File: config.mk
export PLATFORM = sky130hd
export DESIGN_NAME = seven_seg_rx
export DESIGN_NICKNAME = d
export VERILOG_FILES = /design/src/rtl/seven_seg_rx.sv
export SDC_FILE = /design/constraint.sdc
export NUM_CORES = 1
export LEC_CHECK = 0
export ABC_CLOCK_PERIOD_IN_PS = 3000
export BUFFER_PORTS_ARGS = -buffer_cell sky130_fd_sc_hd__buf_2
export CAP_MARGIN = 20
export CORE_MARGIN = 2
export CORE_UTILIZATION = 55
export CTS_BUF_LIST = sky130_fd_sc_hd__clkbuf_8 sky130_fd_sc_hd__clkbuf_16
export CTS_CLUSTER_DIAMETER = 120
export DETAILED_ROUTE_END_ITERATION = 10
export PLACE_DENSITY_LB_ADDON = 0.1
export SETUP_SLACK_MARGIN = 0.1
export SLEW_MARGIN = 40
export SYNTH_ARGS = -nofsm -noshare
export SYNTH_HDL_FRONTEND = slang
export SYNTH_SLANG_ARGS = --single-unit
export TNS_END_PERCENT = 50
File: constraint.sdc
create_clock -name clk -period 3 [get_ports clk]
set_clock_uncertainty 0.05 [all_clocks]
set_input_delay 0.45 -clock clk [delete_from_list [all_inputs] [get_ports clk]]
set_output_delay 0.45 -clock clk [all_outputs]
set_load 0.01 [all_outputs]
File: src/rtl/seven_seg_rx.sv
// -----------------------------------------------------------------------------
// seven_seg_rx
//
// Receive side of a two-digit multiplexed seven-segment link. It watches the
// driver's time-multiplexed segment bus and its one-cycle digit strobe. It
// rebuilds the high/low digit pair and decodes each pattern back to a hex
// nibble. It flags any pair that contains a pattern it cannot decode.
//
// Optional feature (macro SEVEN_SEG_RX_TIMEOUT_EN):
//   defined   - a strobe watchdog is built. link_lost rises after TIMEOUT
//               strobe-free cycles, and the pair assembly is resynchronised
//               to expect a high digit.
//   undefined - no watchdog. link_lost is tied to 0. TIMEOUT/CBITS are unused.
//
// Parameters:
//   TIMEOUT      strobe-free cycles before link_lost asserts
//   CBITS        watchdog counter width (TIMEOUT < 2**CBITS)
// Ports:
//   clk          clock, all state updates on posedge
//   rst          asynchronous, active-high reset
//   segment_in   segment pattern, bit0=a .. bit6=g, 1 = lit (valid with sig_in)
//   sig_in       digit strobe, one cycle per digit slot
//   digit_hi     last decoded high digit
//   digit_lo     last decoded low digit
//   pair_valid   one-cycle pulse when a new pair is published
//   decode_err   one-cycle pulse when a completed pair had a bad pattern
//   link_lost    strobe watchdog expired (level)
//   digit_phase  0 = expecting high digit, 1 = expecting low digit
// -----------------------------------------------------------------------------
module seven_seg_rx #(
   parameter int unsigned TIMEOUT = 2047,
   parameter int unsigned CBITS   = 11
) (
   input  logic       clk,
   input  logic       rst,
   input  logic [6:0] segment_in,
   input  logic       sig_in,
   output logic [3:0] digit_hi,
   output logic [3:0] digit_lo,
   output logic       pair_valid,
   output logic       decode_err,
   output logic       link_lost,
   output logic       digit_phase
);

   typedef enum logic {
      PH_HI = 1'b0,
      PH_LO = 1'b1
   } phase_e;

   typedef struct packed {
      logic       ok;
      logic [3:0] nib;
   } dec_t;

   // Reject an impossible watchdog configuration when the design is elaborated.
   if (TIMEOUT >= (64'd1 << CBITS)) begin : g_bad_cfg
      $error("seven_seg_rx: TIMEOUT must be below 2**CBITS");
   end

   function automatic dec_t decode_seg(input logic [6:0] pat);
      dec_t r;
      r.ok = 1'b1;
      case (pat)
         7'h3F: r.nib = 4'h0;
         7'h06: r.nib = 4'h1;
         7'h5B: r.nib = 4'h2;
         7'h4F: r.nib = 4'h3;
         7'h66: r.nib = 4'h4;
         7'h6D: r.nib = 4'h5;
         7'h7D: r.nib = 4'h6;
         7'h07: r.nib = 4'h7;
         7'h7F: r.nib = 4'h8;
         7'h6F: r.nib = 4'h9;
         7'h77: r.nib = 4'hA;
         7'h7C: r.nib = 4'hB;
         7'h39: r.nib = 4'hC;
         7'h5E: r.nib = 4'hD;
         7'h79: r.nib = 4'hE;
         7'h71: r.nib = 4'hF;
         default: begin
            // Blank and every other pattern are not digits.
            r.ok  = 1'b0;
            r.nib = 4'h0;
         end
      endcase
      return r;
   endfunction

   phase_e     phase_q, phase_d;
   logic [6:0] held_q, held_d;
   logic [3:0] digit_hi_q, digit_hi_d;
   logic [3:0] digit_lo_q, digit_lo_d;
   logic       pair_valid_q, pair_valid_d;
   logic       decode_err_q, decode_err_d;
   dec_t       dec_hi, dec_lo;

`ifdef SEVEN_SEG_RX_TIMEOUT_EN
   localparam logic [CBITS-1:0] TIMEOUT_C = CBITS'(TIMEOUT);

   logic [CBITS-1:0] wd_q, wd_d;
   logic             link_lost_q, link_lost_d;
`endif

   always_comb begin
      // NOTE: every signal gets a default before any branch, so no path
      // through this block can leave a value unassigned and infer a latch.
      phase_d      = phase_q;
      held_d       = held_q;
      digit_hi_d   = digit_hi_q;
      digit_lo_d   = digit_lo_q;
      pair_valid_d = 1'b0;
      decode_err_d = 1'b0;
      dec_hi       = decode_seg(held_q);
      dec_lo       = decode_seg(segment_in);
`ifdef SEVEN_SEG_RX_TIMEOUT_EN
      wd_d         = wd_q;
      link_lost_d  = link_lost_q;
`endif

      if (sig_in) begin
         case (phase_q)
            PH_HI: begin
               held_d  = segment_in;
               phase_d = PH_LO;
            end
            default: begin
               phase_d = PH_HI;
               if (dec_hi.ok && dec_lo.ok) begin
                  digit_hi_d   = dec_hi.nib;
                  digit_lo_d   = dec_lo.nib;
                  pair_valid_d = 1'b1;
               end else begin
                  decode_err_d = 1'b1;
               end
            end
         endcase
`ifdef SEVEN_SEG_RX_TIMEOUT_EN
         // A strobe always wins over an expiring watchdog.
         wd_d        = '0;
         link_lost_d = 1'b0;
      end else if (wd_q != TIMEOUT_C) begin
         wd_d = wd_q + CBITS'(1);
         // Expiry happens on the edge that reaches TIMEOUT. Drop any
         // half-received pair so the next strobe is taken as a high digit.
         if (wd_d == TIMEOUT_C) begin
            link_lost_d = 1'b1;
            phase_d     = PH_HI;
            held_d      = '0;
         end
      end
`else
      end
`endif
   end

   // NOTE: state registers use non-blocking assignments so that every flop
   // samples the pre-edge values, independent of statement order.
   always_ff @(posedge clk or posedge rst) begin
      if (rst) begin
         phase_q      <= PH_HI;
         held_q       <= '0;
         digit_hi_q   <= '0;
         digit_lo_q   <= '0;
         pair_valid_q <= 1'b0;
         decode_err_q <= 1'b0;
`ifdef SEVEN_SEG_RX_TIMEOUT_EN
         wd_q         <= '0;
         link_lost_q  <= 1'b0;
`endif
      end else begin
         phase_q      <= phase_d;
         held_q       <= held_d;
         digit_hi_q   <= digit_hi_d;
         digit_lo_q   <= digit_lo_d;
         pair_valid_q <= pair_valid_d;
         decode_err_q <= decode_err_d;
`ifdef SEVEN_SEG_RX_TIMEOUT_EN
         wd_q         <= wd_d;
         link_lost_q  <= link_lost_d;
`endif
      end
   end

   assign digit_hi    = digit_hi_q;
   assign digit_lo    = digit_lo_q;
   assign pair_valid  = pair_valid_q;
   assign decode_err  = decode_err_q;
   assign digit_phase = (phase_q == PH_LO);
`ifdef SEVEN_SEG_RX_TIMEOUT_EN
   assign link_lost   = link_lost_q;
`else
   assign link_lost   = 1'b0;
`endif

endmodule
==> impl_metrics.json, run 1 <==
{
  "crit_required_ps": 3080,
  "cpMaxStageDelayCell": "dfrtp_1",
  "layout-drive-gt1-share_pct": 26.67,
  "drcViolationCount": 0,
  "tightest_slew_ps": 678.8,
  "synth_cell_types": 48,
  "ant_nets": 0,
  "postCtsResizedCells": 0,
  "synth-xor-area-share_pct": 0.6250,
  "cts_tree": "built",
  "leakagePower_nw": 0.6401,
  "grt_max_degree": 19,
  "async_reset_ff_share_pct": 100.0,
  "ys_warn_count": 0,
  "routed_wl_microns": 3090,
  "ir_drop_uv": 590.7,
  "register_area_sq_um": 450.4,
  "placedInstanceArea_sq_um": 1454,
  "crit_fanout": 13,
  "synthMuxAreaShare_pct": 9.107,
  "port_buffers": 20,
  "cp_top_family": "simple AND/OR/NAND/NOR gates",
  "area_growth_pct": 6.696,
  "end_kind": "flip-flop",
  "grt_usage_pct": 24.05,
  "cp.arrival_ps": 2420,
  "core-area_sq_um": 2455,
  "synthSimpleGateAreaFrac_pct": 30.09,
  "syn-num-nets": 166,
  "dp.final_hpwl_microns": 2261,
  "path_buf_inv": 0,
  "synth_compound_area_share_pct": 20.09,
  "die-area_sq_um": 2968,
  "die_x_microns": 54.48,
  "synthFlopType": "dfrtp_1",
  "cts_setup_buffers": 0,
  "syn_inst": 156,
  "synth_enable_flop_cells": 0,
  "max_freq_mhz": 427.8,
  "crit_type": "flip-flop to flip-flop",
  "path_cells": "or3b_1 -> a2111oi_2 -> a2111oi_2 -> nand4_4 -> nand2_4 -> mux2_4",
  "synth_adder_area_share_pct": 0,
  "status": "complete, no violations",
  "die_h_microns": 54.48,
  "first_pass_iters": 4,
  "gp_congestion": 0.8557,
  "drv_cap": 0,
  "tns_ps": 0,
  "syn_avg_cell_area_sq_um": 8.983,
  "via_per_inst": 6.390,
  "postCtsHoldBufs": 0,
  "antenna_found_initial": 0,
  "multiInputGateArea_sq_um": 843.3,
  "relSlewSlack_pct": 54.70,
  "period_share_pct": 77.92,
  "hold_violations": 0,
  "grt_pass1_wl_microns": 5154,
  "drv_slew": 0,
  "yosysSeqAreaShare_pct": 32.14,
  "ys_ff_latch": 18,
  "io_pins": 22,
  "path_common_cell": "a2111oi_2",
  "rows": 18,
  "hp-class": "primary input to async pin",
  "netlist_area_sq_um": 1401,
  "startpoint_type": "flip-flop",
  "first_global_vias": 1097,
  "cts_buffer_depth": 2,
  "numCtsBuffers": 3,
  "layout.nets": 177,
  "start_util_pct": 57.08,
  "grt-ovfl-total": 0,
  "setup_viol": 0,
  "period_minus_slack_ps": 2337,
  "num_antenna_cells": 0,
  "postLayoutCellArea_sq_um": 1495,
  "synth_top_family_by_area": "simple AND/OR/NAND/NOR gates",
  "clk_latency_ps": 250,
  "vias": 1246,
  "fillers": 214,
  "cts-htree-levels": 1,
  "critPathMaxStageDelay_ps": 590,
  "cts-root-buf": "clkbuf_8",
  "clock-sinks": 18,
  "wl_per_cell_microns": 15.85,
  "powerDensity_nw_per_um2": 731.6,
  "drt_iter0_drc": 32,
  "clk_pin_slew_worst_paths_ps": 60,
  "rsz0062_at_grt": "false"
}
## state kept, by name, indices dropped and copies added (netlist names)
register	cells
held_q	7
digit_hi	4
digit_lo	4
decode_err	1
digit_phase	1
pair_valid	1
## layout make-up
class | count | share of cell area (%)
clock buffer | 3 | 2.762
timing repair buffer | 20 | 6.695
inverter | 6 | 1.506
multi-input combinational | 118 | 56.40
sequential | 18 | 30.13
tap | 30 | 2.510
## cell usage after synthesis, types with 2 or more instances
library cell / number / area share [%]
or3b_2: 2 / 1.3
a21oi_1: 7 / 2.5
dfrtp_1: 18 / 32
nand3b_1: 8 / 4.3
nand4b_1: 2 / 1.3
buf_4: 2 / 1.1
o32ai_1: 2 / 1.3
nand4_1: 3 / 1.3
nand2_1: 15 / 4.0
or3b_1: 2 / 1.3
mux2_4: 4 / 4.3
nor2b_1: 2 / 0.89
nor3_1: 7 / 2.5
nor4_1: 4 / 1.8
nand2b_1: 4 / 1.8
a41oi_1: 4 / 2.5
nand3_1: 5 / 1.8
buf_6: 2 / 1.6
mux2_2: 6 / 4.8
buf_2: 8 / 2.9
o21ai_0: 10 / 3.6
inv_1: 6 / 1.6
nor2_1: 6 / 1.6
a2111oi_2: 2 / 2.1
clkbuf_1: 2 / 0.54
## routing by layer
metal	wire [microns]	global-route usage, %
met2	1513	38.55
met4	40	7.917
met5	0	0
met1	1380	32.59
met3	156	4.372
## path summary, 6_finish.rpt
path | startpoint | to | slack, ps | cells after the start
max in group asynchronous | rst | digit_hi[2] | 2220 | 2
worst min-delay path | rst | decode_err | 240 | 2
worst min register to register | digit_hi[0] | digit_hi[0] | 470 | 1
worst max register to register | held_q[5] | digit_lo[0] | 660 | 6
worst max-delay path | held_q[5] | digit_lo[0] | 660 | 6
min in group clk | sig_in | digit_phase | 360 | 2
## through the flow
stage | cells | total power, mW | util (%) | hold WS (ps) | setup slack (ps)
2_1_floorplan | 156 | 0.8335 | - | 338.6 | 896.4
3_3_place_gp | 192 | 0.9055 | 59.23 | 443.1 | 664.5
3_5_place_dp | 192 | 0.9275 | 59.23 | 451.3 | 607.9
4_1_cts | 195 | 1.090 | 60.91 | 257.6 | 664.4
5_1_grt | 195 | 1.188 | 60.91 | 306.0 | 505.6
6_report | 195 | 1.094 | 60.91 | 240.9 | 662.5
## where the power goes
| group | internal [mW] | total [mW] | leakage [nW] | switching, mW |
|---|---|---|---|---|
| Sequential | 0.320 | 0.502 | 0.231 | 0.182 |
| Clock | 0.0890 | 0.163 | 0.0216 | 0.0737 |
| Combinational | 0.204 | 0.429 | 0.388 | 0.225 |
## worst reg2reg max path, cell delays in order, from the launching register on
cell and delay [ps]:
dfrtp_1 590, or3b_1 410, a2111oi_2 470, a2111oi_2 110, nand4_4 190, nand2_4 100, mux2_4 320
## cells by family (layout without fill, tap and decap cells)
logic type | Yosys count | after routing
AND/OR/NAND/NOR | 69 | 69
AO/OA/AOI/OAI | 37 | 37
buffers and inverters | 20 | 29
flip-flops | 18 | 18
multiplexers | 10 | 10
other | 1 | 1
XOR/XNOR | 1 | 1
## layout by cell type, fill, tap and decap left out, types with 2 or more instances in the layout
cell type / count
o21ai_0: 10
clkbuf_8: 3
nand3b_1: 8
a2111oi_2: 2
buf_2: 20
nor2_1: 6
a21oi_1: 7
or3b_1: 2
o32ai_1: 2
nand2_1: 15
or3b_2: 2
nand2b_1: 4
nor3_1: 7
nor4_1: 4
mux2_4: 4
nor2b_1: 2
nand4_1: 3
a41oi_1: 4
nand4b_1: 2
dfrtp_1: 18
mux2_2: 6
nand3_1: 5
inv_1: 6
No activity file was read; power rests on OpenSTA's default activity.
==> run 2, diff against run 1 <==
--- a/config.mk
+++ b/config.mk
@@ -5,11 +5,11 @@
 export SDC_FILE = /design/constraint.sdc
 export NUM_CORES = 1
 export LEC_CHECK = 0
-export ABC_CLOCK_PERIOD_IN_PS = 3000
+export ABC_CLOCK_PERIOD_IN_PS = 1900
 export BUFFER_PORTS_ARGS = -buffer_cell sky130_fd_sc_hd__buf_2
 export CAP_MARGIN = 20
 export CORE_MARGIN = 2
-export CORE_UTILIZATION = 55
+export CORE_UTILIZATION = 51
 export CTS_BUF_LIST = sky130_fd_sc_hd__clkbuf_8 sky130_fd_sc_hd__clkbuf_16
 export CTS_CLUSTER_DIAMETER = 120
 export DETAILED_ROUTE_END_ITERATION = 10
==> constraint.sdc (replaced) <==
create_clock -name clk -period 1.9 [get_ports clk]
set_clock_uncertainty 0.05 [all_clocks]
set_input_delay 0.285 -clock clk [delete_from_list [all_inputs] [get_ports clk]]
set_output_delay 0.285 -clock clk [all_outputs]
set_load 0.01 [all_outputs]
==> impl_metrics.json, run 2 (same netlist as run 1, synthesis figures left out) <==
{
  "status": "complete, but fails checks",
  "failed_checks": "negative setup slack",
  "hold_violations": 0,
  "instances_no_fill": 252,
  "period_share_pct": 107.4,
  "tightest_slew_ps": 668.0,
  "relSlewSlack_pct": 55.42,
  "first_global_vias": 1507,
  "powerDensity_nw_per_um2": 1194,
  "leakagePower_nw": 0.9257,
  "dp_cells": 247,
  "cts_buffer_depth": 2,
  "postCtsHoldBufs": 0,
  "path_cells": "or3b_4 -> a2111oi_4 -> a2111oi_4 -> nand4_4 -> nand2_4 -> mux2_4",
  "hp-class": "primary input to async pin",
  "final_common_cell": "buf_4",
  "antenna_found_initial": 0,
  "worst_slack_ps": -140.5,
  "via_per_inst": 5.905,
  "io_pins": 22,
  "clk_latency_ps": 240,
  "wl_per_cell_microns": 15.51,
  "crit_required_ps": 1980,
  "layout-drive-gt1-share_pct": 52.04,
  "whs_ps": 80.55,
  "vias": 1488,
  "max_freq_mhz": 490.1,
  "drv_slew": 0,
  "crit_fanout": 8,
  "cts_tree": "built",
  "finalPower_mw": 2.443,
  "largest_register_ffs": 7,
  "cpMaxStageDelayCell": "dfrtp_2",
  "start_util_pct": 52.17,
  "rsz0062_at_grt": "true",
  "layout.nets": 233,
  "period_minus_slack_ps": 2041,
  "regMostFlops": "held_q",
  "die_h_microns": 56.42,
  "r2r_cells": 6,
  "numCtsBuffers": 3,
  "ant_nets": 0,
  "crit_type": "flip-flop to flip-flop",
  "core-area_sq_um": 2686,
  "dp.final_hpwl_microns": 3046,
  "rows": 19,
  "cp_top_family": "simple AND/OR/NAND/NOR gates",
  "r2r-end": "digit_hi[0]",
  "port_buffers": 20,
  "end_kind": "flip-flop",
  "cts-root-buf": "clkbuf_8",
  "cts-htree-levels": 1,
  "drt_iter0_drc": 66,
  "layout_common_cells": "buf_4, buf_2, nand2_1, dfrtp_1",
  "gp_congestion": 0.8782,
  "grt-ovfl-total": 0,
  "cp.arrival_ps": 2120,
  "area_growth_pct": 46.07,
  "path_common_cell": "a2111oi_4",
  "grt_usage_pct": 26.17,
  "critPathMaxStageDelay_ps": 460,
  "routed_wl_microns": 3908,
  "die_x_microns": 56.42,
  "clock-sinks": 18,
  "first_pass_iters": 4,
  "reg2reg_from": "held_q[4]",
  "drv_cap": 0,
  "grt_pass1_wl_microns": 6658,
  "die-area_sq_um": 3183,
  "startpoint_type": "flip-flop",
  "ir_drop_uv": 997.7,
  "setup_viol": 7,
  "num_antenna_cells": 0,
  "grt_max_degree": 19,
  "rrSetupSlack_ps": -140,
  "clk_pin_slew_worst_paths_ps": 60,
  "drcViolationCount": 0,
  "path_buf_inv": 0
}
-- run 2: repair_timing --
action | in CTS | in global routing
setup endpoints to repair | 9 | 10
pin swaps | 4 | 4
setup buffers | 1 | 1
hold endpoints to repair | 0 | 0
gates resized for setup | 12 | 8
-- run 2: worst max path at each step --
| stage | start | end | slack [ps] | cells past startpoint |
|---|---|---|---|---|
| floorplan | held_q[6] | digit_hi[0] | -100 | 7 |
| global placement | segment_in[3] | digit_hi[1] | -140 | 8 |
| detailed placement | held_q[3] | digit_lo[0] | -170 | 6 |
| CTS | held_q[4] | digit_hi[0] | -180 | 6 |
| global route | held_q[5] | digit_hi[0] | -200 | 7 |
| finish | held_q[4] | digit_hi[0] | -140 | 6 |
-- run 2: area by class of cell --
cell class	instances	area, sq um
Sequential cell	18	454.2
Multi-Input combinational cell	118	945.9
Clock buffer	3	41.29
Tap cell	31	38.79
Inverter	6	22.52
Fill cell	191	639.4
Timing Repair Buffer	76	544.3
-- run 2: metrics by stage --
stage               area [sq um]  TNS [ps]  utilization, %  setup WS, ps
detailed placement          1909     -1209           71.08        -172.2
finish                      2047    -765.6           76.20        -140.5
CTS                         2002     -1018           74.52        -177.1
global placement            1909    -959.8           71.08        -141.7
global route                2047     -1265           76.20        -201.1
floorplan                   1438    -385.5               -        -96.38
-- run 2: where the power goes --
part / internal [mW] / switching [mW] / leakage, nW
Clock: 0.140 / 0.107 / 0.0216
Combinational: 0.794 / 0.693 / 0.676
Sequential: 0.515 / 0.193 / 0.228
Total: 1.45 / 0.994 / 0.926
-- run 2: routing by layer --
layer  part of all wire, %  GRT usage (%)  vias to the layer above
li1                      -              -                      715
met1                    42          32.89                      727
met2                    51          45.35                       34
met3                   4.1          3.917                       12
met4                   2.5          9.184                        0
met5                     0              0                        -
-- run 2: worst reg2reg max path: stages, from the launching register on --
cell       delay, ps
dfrtp_2          460
or3b_4           400
a2111oi_4        400
a2111oi_4         80
nand4_4          140
nand2_4          100
mux2_4           310
